[src/rtl/uart_tx_arb.sv]
// uart_tx_arb: round-robin arbiter that shares one uart_tx between up to four
// byte requesters. It accepts one byte at a time over valid/ready and fires a
// single send_en pulse. It then follows tx_busy/tx_done until the frame ends,
// with a start watchdog for a transmitter that never responds.
module uart_tx_arb #(
  parameter int N             = 2,
  parameter int START_TIMEOUT = 16
) (
  input  logic             clk,
  input  logic             rst,
  input  logic [N-1:0]     req_valid,
  input  logic [8*N-1:0]   req_data,
  output logic [N-1:0]     req_ready,
  output logic [7:0]       tx_data,
  output logic             send_en,
  input  logic             tx_busy,
  input  logic             tx_done,
  output logic [1:0]       grant_id,
  output logic             frame_done,
  output logic             timeout_err
);

  // Watchdog counter must be able to hold START_TIMEOUT itself.
  localparam int               CNT_W     = $clog2(START_TIMEOUT + 1);
  localparam logic [CNT_W-1:0] CNT_LIMIT = CNT_W'(START_TIMEOUT);
  // Reset "last winner" to the top index so requester 0 is scanned first.
  localparam logic [1:0]       LAST_RST  = 2'(N - 1);

  typedef enum logic [1:0] {
    S_IDLE      = 2'd0,
    S_START     = 2'd1,
    S_WAIT_BUSY = 2'd2,
    S_WAIT_DONE = 2'd3
  } state_e;

  state_e           state_q, state_d;
  logic [1:0]       last_q, last_d;
  logic [1:0]       grant_id_q, grant_id_d;
  logic [7:0]       tx_data_q, tx_data_d;
  logic [CNT_W-1:0] cnt_q, cnt_d;
  logic             frame_done_q, frame_done_d;

  // Requests padded to the four-slot maximum so indexing is width-uniform.
  logic [3:0]  valid_pad;
  logic [31:0] data_pad;
  logic        win_found;
  logic [1:0]  win_idx;
  logic [7:0]  win_data;
  logic        grant_en;
  logic        send_en_c;
  logic        timeout_err_c;

  assign valid_pad = 4'(req_valid);
  assign data_pad  = 32'(req_data);

  // Index base+offset wrapped into 0..N-1; base < N and offset <= N, so one
  // conditional subtraction is enough.
  function automatic logic [1:0] rr_index(input logic [1:0] base, input int offset);
    int sum;
    sum = int'(base) + offset;
    if (sum >= N) sum = sum - N;
    return 2'(sum);
  endfunction

  // Round-robin winner: first valid requester scanning last+1, last+2, ...
  always_comb begin
    // NOTE: every combinational output gets a default before any branch so no
    // path leaves it unassigned and no latch is inferred.
    win_found = 1'b0;
    win_idx   = last_q;
    // Walk from the farthest candidate to the nearest; the nearest valid one
    // is written last and therefore wins.
    for (int k = N; k >= 1; k--) begin
      if (valid_pad[rr_index(last_q, k)]) begin
        win_found = 1'b1;
        win_idx   = rr_index(last_q, k);
      end
    end
    win_data = data_pad[{win_idx, 3'b000} +: 8];
  end

  // A grant happens only in IDLE with the transmitter quiet. Gating with rst
  // keeps req_ready low while reset is held, even though IDLE is the reset state.
  assign grant_en = (state_q == S_IDLE) && !tx_busy && win_found && !rst;

  // One-hot acceptance pulse toward the winning requester.
  always_comb begin
    req_ready = '0;
    for (int i = 0; i < N; i++) begin
      req_ready[i] = grant_en && (win_idx == 2'(i));
    end
  end

  // Next-state, datapath and pulse-output logic of the sequencer.
  always_comb begin
    state_d       = state_q;
    last_d        = last_q;
    grant_id_d    = grant_id_q;
    tx_data_d     = tx_data_q;
    cnt_d         = cnt_q;
    frame_done_d  = 1'b0;
    send_en_c     = 1'b0;
    timeout_err_c = 1'b0;

    case (state_q)
      S_IDLE: begin
        if (grant_en) begin
          last_d     = win_idx;
          grant_id_d = win_idx;
          tx_data_d  = win_data;
          state_d    = S_START;
        end
      end

      S_START: begin
        send_en_c = 1'b1;
        cnt_d     = '0;
        state_d   = S_WAIT_BUSY;
      end

      S_WAIT_BUSY: begin
        // Saturating count of cycles spent waiting for the transmitter.
        if (cnt_q != CNT_LIMIT) cnt_d = cnt_q + 1'b1;
        // tx_done outranks both busy and the watchdog, so a transmitter that
        // finishes exactly at the limit still reports a completed frame.
        if (tx_done) begin
          frame_done_d = 1'b1;
          state_d      = S_IDLE;
        end else if (tx_busy) begin
          state_d = S_WAIT_DONE;
        end else if (cnt_q == CNT_LIMIT) begin
          // Byte is dropped; the next grant may follow straight away.
          timeout_err_c = 1'b1;
          state_d       = S_IDLE;
        end
      end

      S_WAIT_DONE: begin
        // We only stay here while busy is high, so busy low now means it fell;
        // a fall without tx_done is still taken as the end of the frame.
        if (tx_done || !tx_busy) begin
          frame_done_d = 1'b1;
          state_d      = S_IDLE;
        end
      end

      default: begin
        state_d = S_IDLE;
      end
    endcase
  end

  // State and datapath registers.
  always_ff @(posedge clk or posedge rst) begin
    if (rst) begin
      state_q      <= S_IDLE;
      last_q       <= LAST_RST;
      grant_id_q   <= '0;
      tx_data_q    <= '0;
      cnt_q        <= '0;
      frame_done_q <= 1'b0;
    end else begin
      // NOTE: non-blocking assignments so every register samples the values
      // from before this edge, independent of statement order.
      state_q      <= state_d;
      last_q       <= last_d;
      grant_id_q   <= grant_id_d;
      tx_data_q    <= tx_data_d;
      cnt_q        <= cnt_d;
      frame_done_q <= frame_done_d;
    end
  end

  assign tx_data     = tx_data_q;
  assign grant_id    = grant_id_q;
  assign frame_done  = frame_done_q;
  assign send_en     = send_en_c;
  assign timeout_err = timeout_err_c;

endmodule

[config.mk]
export PLATFORM = sky130hd
export DESIGN_NAME = uart_tx_arb
export DESIGN_NICKNAME = d
export VERILOG_FILES = /design/src/rtl/uart_tx_arb.sv
export SDC_FILE = /design/constraint.sdc
export NUM_CORES = 1
export LEC_CHECK = 0
export ABC_AREA = 1
export BUFFER_PORTS_ARGS = -buffer_cell sky130_fd_sc_hd__buf_2
export CAP_MARGIN = 20
export CORE_UTILIZATION = 44
export DETAILED_ROUTE_END_ITERATION = 16
export HOLD_SLACK_MARGIN = 0.15
export PLACE_DENSITY = 0.8
export SYNTH_ARGS = -nofsm -noshare
export SYNTH_HDL_FRONTEND = slang
export SYNTH_SLANG_ARGS = --single-unit
[constraint.sdc]
create_clock -name clk -period 1.35 [get_ports clk]
set_clock_uncertainty 0.05 [all_clocks]
set_input_delay 0.135 -clock clk [delete_from_list [all_inputs] [get_ports clk]]
set_output_delay 0.135 -clock clk [all_outputs]
set_load 0.005 [all_outputs]
---- After elaboration in Yosys (flattened, before gate mapping) ----
Index checks and enable logic that the tools add are counted.
storage, ports and cells
  input bits .............................. 22
  logic and storage cells ................. 66
  flip-flop bits (word level) ............. 20
  output and inout bits ................... 15
cells by class
  reduce and logical (&&, ||, !) cells .... 14
  $add $sub $neg .......................... 5
  shift operators ......................... 1
  eq/ne operators ......................... 10
  muxes and demuxes ....................... 26
  $lt $le $gt $ge ......................... 4
operators with widths
  kind                                                                                 count
  32-bit by 6-bit variable part select with 8-bit output                               1
  2-bit 2-to-1 mux                                                                     9
  1-bit 2-to-1 mux                                                                     11
  5-bit one-hot mux with 2 select lines                                                1
  2-bit one-hot mux with 4 select lines                                                1
  3-bit by 2-bit greater-or-equal comparator with 1-bit output, second input constant  2
  2-bit by 3-bit < comparator with 1-bit output, second input constant                 2
  2-bit != test, second input constant                                                 3
  5-bit by 1-bit adder with 5-bit output, second input constant                        1
  5-bit equality test, second input constant                                           1
  1-bit logical AND                                                                    5
  5-bit 2-to-1 mux                                                                     1
  5-bit != test, second input constant                                                 1
  1-bit binary-select mux with 2-bit select                                            2
  2-bit by 1-bit equality test with 1-bit output, second input constant                2
  2-bit equality test, second input constant                                           2
  2-bit logical NOT                                                                    2
  4-bit != test, second input constant                                                 1
  2-bit AND reduction                                                                  2
  2-bit subtractor, second input constant                                              2
  2-bit by 1-bit adder with 3-bit output, second input constant                        1
  2-bit by 2-bit adder with 3-bit output, second input constant                        1
  3-bit AND reduction                                                                  1
  1-bit logical NOT                                                                    2
  3 further kinds                                                                      3

---- Longest topological paths before layout ----
Gate-level depths: netlist of run 1.
  depth after elaboration ................. 11
  depth in mapped cells ................... 9
  gate-level depth less buffers ........... 9

---- Worst setup path before layout of run 1 ----
Ideal clock, no wire load.
  path type ............................... register to output
  from .................................... register last_q[0]
  to ...................................... output req_ready[0]
  stages on the path, launching flop included .. 6
  data arrival time ....................... 1081 ps
  slack ................................... 84 ps
  buffers on the path ..................... 1
  path through ............................ dfstp_2 -> inv_1 -> nand2_1 -> buf_4 -> nand2_4 -> nor3_1
on the way
  cells in the longest elaborated chain, start to end .. 10
  elaborated cells on any way between the ends .. 20
RTL lines
  item                                                                                                     line  source
  start: declaration                                                                                       37    logic [1:0] last_q, last_d;
  start signal: assignment                                                                                 166   last_q <= last_d;
  2-bit by 2-bit adder with 3-bit output                                                                   60    sum = int'(base) + offset;
  3-bit by 2-bit greater-or-equal comparator with 1-bit output / 2-bit subtractor (equally long branches)  61    if (sum >= N) sum = sum - N;
  2-bit 2-to-1 mux                                                                                         61
  1-bit binary-select mux with 2-bit select                                                                74    if (valid_pad[rr_index(last_q, k)]) begin
  1-bit 2-to-1 mux (not written as such)                                                                   74
  1-bit 2-to-1 mux (2 in series)                                                                           74
  1-bit logical AND (2 in series)                                                                          84    assign grant_en = (state_q == S_IDLE) && !tx_busy && win_found && !rst;
  1-bit logical AND (*)                                                                                    90    req_ready[i] = grant_en && (win_idx == 2'(i));
  end: declaration                                                                                         13    output logic [N-1:0] req_ready,
Every way passes the cells marked *; elsewhere a longest branch is shown, timed or not. The select of a mux whose other input is x is not followed.

---- Worst setup path in the final report of run 1 ----
Ends and elaborated chain as after synthesis.

==> results of run 1 <==
power groups by stage:
stage	clock network, mW	logic [mW]	registers, mW
after CTS	0.289	0.765	0.703
after floorplan	0	0.367	0.719
after global routing	0.320	0.981	0.712
final	0.283	0.894	0.704
after global placement	0	0.556	0.707
after detailed placement	0	0.595	0.715
stage by stage:
stage	instances	hold slack [ns]	setup WS (ns)	setup TNS (ns)	total power, mW
after global routing	250	0.165	-0.340	-2.48	2.01
after detailed placement	214	-0.0567	-0.0647	-0.191	1.31
final	250	0.158	-0.233	-1.47	1.88
after CTS	240	0.150	-0.229	-1.48	1.76
after floorplan	144	0.0354	0.0836	0	1.09
after global placement	214	-0.0609	-0.00708	-0.00930	1.26
per-layer routing:
| metal | track usage | vias to the layer above | part of all wire |
|---|---|---|---|
| met5 | 0 | - | 0 |
| met4 | 0.0676 | 0 | 0.035 |
| met3 | 0.0175 | 12 | 0.060 |
| met2 | 0.462 | 74 | 0.51 |
| met1 | 0.258 | 607 | 0.39 |
| li1 | - | 610 | - |
registers in the layout (all words and copies together) (netlist names):
name and cells:
tx_data 8, cnt_q 5, last_q 2, state_q 2
frame_done 1, grant_id 1
worst max-delay path by stage:
stage                         start  slack, ns      endpoint  cells past startpoint
after detailed placement   cnt_q[1]      -0.06      cnt_q[2]                      8
final                     last_q[0]      -0.23  req_ready[0]                      7
after floorplan           last_q[0]       0.08  req_ready[0]                      5
after CTS                 last_q[0]      -0.23  req_ready[0]                      7
after global routing      last_q[1]      -0.34  req_ready[0]                      7
after global placement    last_q[0]     -0.007  req_ready[0]                      6
kinds of logic (layout without fill, tap and decap cells):
group | count (synthesis) | in the layout
XOR/XNOR | 3 | 3
adder cells (fa/ha/maj) | 2 | 2
buffers and inverters | 22 | 100
AO/OA/AOI/OAI | 12 | 12
flip-flops | 19 | 19
AND/OR/NAND/NOR | 86 | 86
timing repair:
item                       in CTS  in global routing
setup buffers                   9                  9
pin swaps                       6                 13
gates cloned                    0                  2
resized for setup              24                 32
hold buffers                   13                  0
setup endpoints to repair      13                 21
hold endpoints to repair       29                  0
synthesized netlist by cell type (all sizes together):
library cell	n	area, µm²
a31oi	1	6.26
nor3	2	10.0
xor2	2	17.5
ha	2	25.0
a21oi	3	15.0
xnor2	1	8.76
buf	4	37.5
nand2	58	238
dfstp	1	26.3
inv	18	67.6
nor2	7	28.8
dfrtp	18	450
o21ai	7	57.6
nand3	19	95.1
o22ai	1	12.5
worst min-delay path, stage by stage:
cell and delay [ns]:
buf_2 0.08, nand3_1 0.07, nand2_1 0.07, nand3_1 0.07, nand2_1 0.06
layout by cell type, fill, tap and decap left out, drive strengths merged:
| master | Yosys | final |
|---|---|---|
| xnor2 | 1 | 1 |
| nand2 | 58 | 58 |
| ha | 2 | 2 |
| nor3 | 2 | 2 |
| o22ai | 1 | 1 |
| a21oi | 3 | 3 |
| clkbuf | 0 | 4 |
| clkinv | 0 | 1 |
| dlygate4sd3 | 0 | 13 |
| nand3 | 19 | 19 |
| nor2 | 7 | 7 |
| inv | 18 | 18 |
| xor2 | 2 | 2 |
| dfrtp | 18 | 18 |
| a31oi | 1 | 1 |
| buf | 4 | 64 |
| dfstp | 1 | 1 |
| o21ai | 7 | 7 |
layout make-up:
type | instances | area, µm²
clock buffers | 3 | 22.5
clock inverters | 1 | 5.00
fillers | 132 | 393
inverters | 18 | 72.6
multi-input cells | 103 | 672
flip-flops and latches | 19 | 477
well taps | 28 | 35.0
repair buffers | 78 | 599
==> flow_metrics.env, run 1 <==
export IMPL_cts_tree="yes"
export IMPL_end_kind="primary output"
export IMPL_crit_buf_inv=3
export IMPL_ant_nets=0
export IMPL_nets=247
export IMPL_worstMarginPinSlew_ns=0.285
export IMPL_clk_pin_slew_ns=0.11
export IMPL_row_count=17
export IMPL_die_area_mm2=0.00269
export IMPL_r2r_slack_ns=-0.13
export IMPL_drv_slew=0
export IMPL_period_minus_slack_ns=1.58
export IMPL_rsz0062_at_grt="yes"
export IMPL_ioPinCount=37
export IMPL_status="finished, violations left"
export IMPL_power_leakage_nw=1.03
export IMPL_synth_compound_gate_area_share=0.0833
export IMPL_synth_seq_cells=19
export IMPL_fp_coreArea_mm2=0.00228
export IMPL_p_int_mw=1.19
export IMPL_fmax_mhz=632
export IMPL_synth_warnings=0
export IMPL_synth_xor_area_frac=0.0240
export IMPL_rr_worst_depth=10
export IMPL_grt_max_degree=19
export IMPL_die_h_um=51.9
export IMPL_cp_start_kind="register"
export IMPL_arrival_ns=1.40
export IMPL_tritoncts_num_buffers=3
export IMPL_critPathKind="register to primary output"
export IMPL_cts_path_max_buffers=2
export IMPL_htreeDepth=1
export IMPL_clock_latency_ns=0.29
export IMPL_gp_congestion=0.776
export IMPL_design_area_mm2=0.00188
export IMPL_place_area_mm2=0.00136
export IMPL_syn_inst=144
export IMPL_cp_required_ns=1.16
export IMPL_port_buffers=36
export IMPL_synth_mux_area_frac=0
export IMPL_setup_violations=13
export IMPL_antenna_found_initial=0
export IMPL_power_frac_seq=0.374
export IMPL_syn_area_per_cell_um2=7.61
export IMPL_switching_share=0.369
export IMPL_crit_path_max_incr_delay_ns=0.56
export IMPL_track_usage=0.233
export IMPL_synth_area_mm2=0.00110
export IMPL_clockRootBuffer="clkbuf_4"
export IMPL_netSwitchingPower_mw=0.694
export IMPL_grt_pass1_vias=1163
export IMPL_worstPathCellList="inv_2, nand2_4, nand2_2, nand2_2, buf_6, nor3_2, buf_2"
export IMPL_relSlewSlack=0.809
export IMPL_viasPerCell=5.21
export IMPL_initial_core_util=0.482
export IMPL_min_from="req_data[0]"
export IMPL_finalHoldViolations=0
export IMPL_hold_end="tx_data[0]"
export IMPL_post_route_util=0.827
export IMPL_comb_power_share=0.476
export IMPL_r2r_start="last_q[0]"
export IMPL_dr_pass1_iters=4
export IMPL_synth_simple_area_share=0.339
export IMPL_whs_path_depth=5
export IMPL_path_common_cell="nand2_2"
export IMPL_synth_top_family_by_area="simple AND/OR/NAND/NOR gates"
export IMPL_critical_path_top_delay_family="flip-flops"
export IMPL_finalWorstSetupSlack_ns=-0.233
export IMPL_seq_area_frac_synth=0.435
export IMPL_ir_drop_mv=0.896
export IMPL_powerDensity_mw_per_mm2=999
export IMPL_finalWirelength_mm=3.87
export IMPL_wl_per_cell_um=15.5
export IMPL_layout_worst_path_cycle_share=1.17
export IMPL_syn_nets=168
export IMPL_vias=1303
export IMPL_drt_iter0_markers=27
export IMPL_synthAdderAreaFrac=0.0228
export IMPL_critPathSlowestCell="dfstp_2"
export IMPL_synth_distinct_cells=21
export IMPL_violations="negative setup slack"
export IMPL_grt_pass1_wl_mm=4.68
export IMPL_die_w_um=51.9
export IMPL_drc=0
export IMPL_dp_hpwl_mm=1.98
export IMPL_overflow=0
export IMPL_antennaDiodeCount=0
export IMPL_drv_cap=0
export IMPL_worstReg2RegEnd="state_q[0]"
export IMPL_syn2layout_area_growth_pct=71.8
export IMPL_cts_sinks=19
export IMPL_path_max_fanout=2
export IMPL_clockPowerShare=0.150
export IMPL_drive_gt1_frac=0.514
export IMPL_hp_class="primary input to register"
Power figures use the tool's default switching activity.
==> run 2, diff against run 1 <==
- CTS_CLUSTER_SIZE: default -> 24
- GPL_TIMING_DRIVEN: default -> 0
==> flow_metrics.env, run 2 (synthesis results as in run 1) <==
export IMPL_endpoint="req_ready[0]"
export IMPL_tns_ns=-2.15
export IMPL_r2r_slack_ns=-0.26
export IMPL_layout_common_cells="nand2_1 (38), buf_2 (35), buf_4 (18), dfrtp_1 (17), nand3_1 (15)"
export IMPL_fp_coreArea_mm2=0.00228
export IMPL_fmax_mhz=620
export IMPL_power_frac_seq=0.379
export IMPL_design_area_mm2=0.00184
export IMPL_netSwitchingPower_mw=0.700
export IMPL_tritoncts_num_buffers=3
export IMPL_drc=0
export IMPL_hp_class="primary input to register"
export IMPL_cp_required_ns=1.16
export IMPL_final_common_cell="nand2_1"
export IMPL_end_kind="primary output"
export IMPL_track_usage=0.254
export IMPL_violations="negative setup slack"
export IMPL_largest_reg_flops=8
export IMPL_gp_congestion=0.761
export IMPL_cts_path_max_buffers=2
export IMPL_rsz0062_at_grt="yes"
export IMPL_dr_pass1_iters=4
export IMPL_min_from="req_data[2]"
export IMPL_worstMarginPinSlew_ns=0.706
export IMPL_grt_pass1_wl_mm=4.98
export IMPL_status="finished, violations left"
export IMPL_worstReg2RegEnd="tx_data[6]"
export IMPL_relSlewSlack=0.529
export IMPL_setup_violations=12
export IMPL_antennaDiodeCount=0
export IMPL_row_count=17
export IMPL_drv_slew=0
export IMPL_place_area_mm2=0.00131
export IMPL_cts_sinks=19
export IMPL_critPathKind="register to primary output"
export IMPL_drt_iter0_markers=28
export IMPL_drv_cap=0
export IMPL_cp_start_kind="register"
export IMPL_vias=1299
export IMPL_grt_pass1_vias=1269
export IMPL_critPathLaunch="last_q[0]"
export IMPL_ant_nets=0
export IMPL_initial_core_util=0.482
export IMPL_powerDensity_mw_per_mm2=1040
export IMPL_p_int_mw=1.20
export IMPL_htreeDepth=1
export IMPL_r2r_start="last_q[0]"
export IMPL_clockRootBuffer="clkbuf_4"
export IMPL_power_leakage_nw=1.00
export IMPL_die_area_mm2=0.00269
export IMPL_comb_power_share=0.470
export IMPL_port_buffers=36
export IMPL_path_max_fanout=3
export IMPL_die_w_um=51.9
export IMPL_seqCellArea_um2=478
export IMPL_clock_latency_ns=0.29
export IMPL_holdWs_ns=0.157
export IMPL_wl_per_cell_um=14.3
export IMPL_multiInputGateArea_um2=667
export IMPL_finalWirelength_mm=3.57
export IMPL_dp_cells=208
export IMPL_finalHoldViolations=0
export IMPL_drive_gt1_frac=0.525
export IMPL_ioPinCount=37
export IMPL_clockPowerShare=0.151
export IMPL_nets=246
export IMPL_die_h_um=51.9
export IMPL_switching_share=0.368
export IMPL_total_power_mw=1.90
export IMPL_cts_tree="yes"
export IMPL_overflow=0
export IMPL_final_cells=249
export IMPL_ir_drop_mv=1.00
export IMPL_arrival_ns=1.43
export IMPL_dp_hpwl_mm=1.80
export IMPL_syn2layout_area_growth_pct=67.6
export IMPL_grt_max_degree=20
export IMPL_clk_pin_slew_ns=0.11
export IMPL_viasPerCell=5.22
export IMPL_period_minus_slack_ns=1.61
export IMPL_finalWorstSetupSlack_ns=-0.263
export IMPL_layout_worst_path_cycle_share=1.19
export IMPL_fill_cells=132
export IMPL_rr_worst_depth=11
export IMPL_antenna_found_initial=0
## run 2: worst min path at each step
stage                       to  slack (ns)  depth (start not counted)
detailed placement  state_q[1]        0.25                          2
floorplan             cnt_q[0]        0.04                          1
global placement    frame_done        0.23                          2
global route        tx_data[2]        0.17                          5
finish              tx_data[2]        0.16                          5
CTS                 tx_data[1]        0.15                          5
## run 2: routing by layer
layer  vias up  routed length [µm]  track usage
met1       597                1350        0.238
met4         0                 183        0.140
met3        24                 217       0.0409
met2        67                1820        0.506
li1        611                   -            -
met5         -                   0            0
## run 2: what timing repair did
item	in CTS	in global routing
gates resized for setup	26	32
buffers inserted	17	8
pin swaps	10	10
hold endpoints to repair	28	0
endpoints found under the setup margin	18	21
hold buffers	14	0
## run 2: final cells by class
type,count,share of cell area
buffer,3,0.0163
clock buffer,4,0.0143
inverter,18,0.0368
multi-input combinational,103,0.363
sequential,19,0.260
tap,28,0.0191
timing repair buffer,74,0.290
## run 2: worst max-delay path: stages (launching register included)
cell and delay, ns:
dfstp_2 0.56, inv_2 0.04, nand2_2 0.07, buf_6 0.12
nand2_8 0.06, nor3_2 0.14, buf_2 0.14
## run 2: power groups by stage
| stage | combinational, mW | sequential [mW] | clock (mW) |
|---|---|---|---|
| final | 0.893 | 0.721 | 0.287 |
| after global routing | 0.977 | 0.730 | 0.313 |
| after CTS | 0.707 | 0.707 | 0.289 |
| after detailed placement | 0.486 | 0.731 | 0 |
| after global placement | 0.457 | 0.729 | 0 |
| after floorplan | 0.367 | 0.719 | 0 |
## run 2: stage by stage
stage                util  setup slack, ns
floorplan               -           0.0836
global placement    0.576          -0.0466
detailed placement  0.576          -0.0674
CTS                 0.739           -0.214
global route        0.807           -0.318
finish              0.807           -0.263
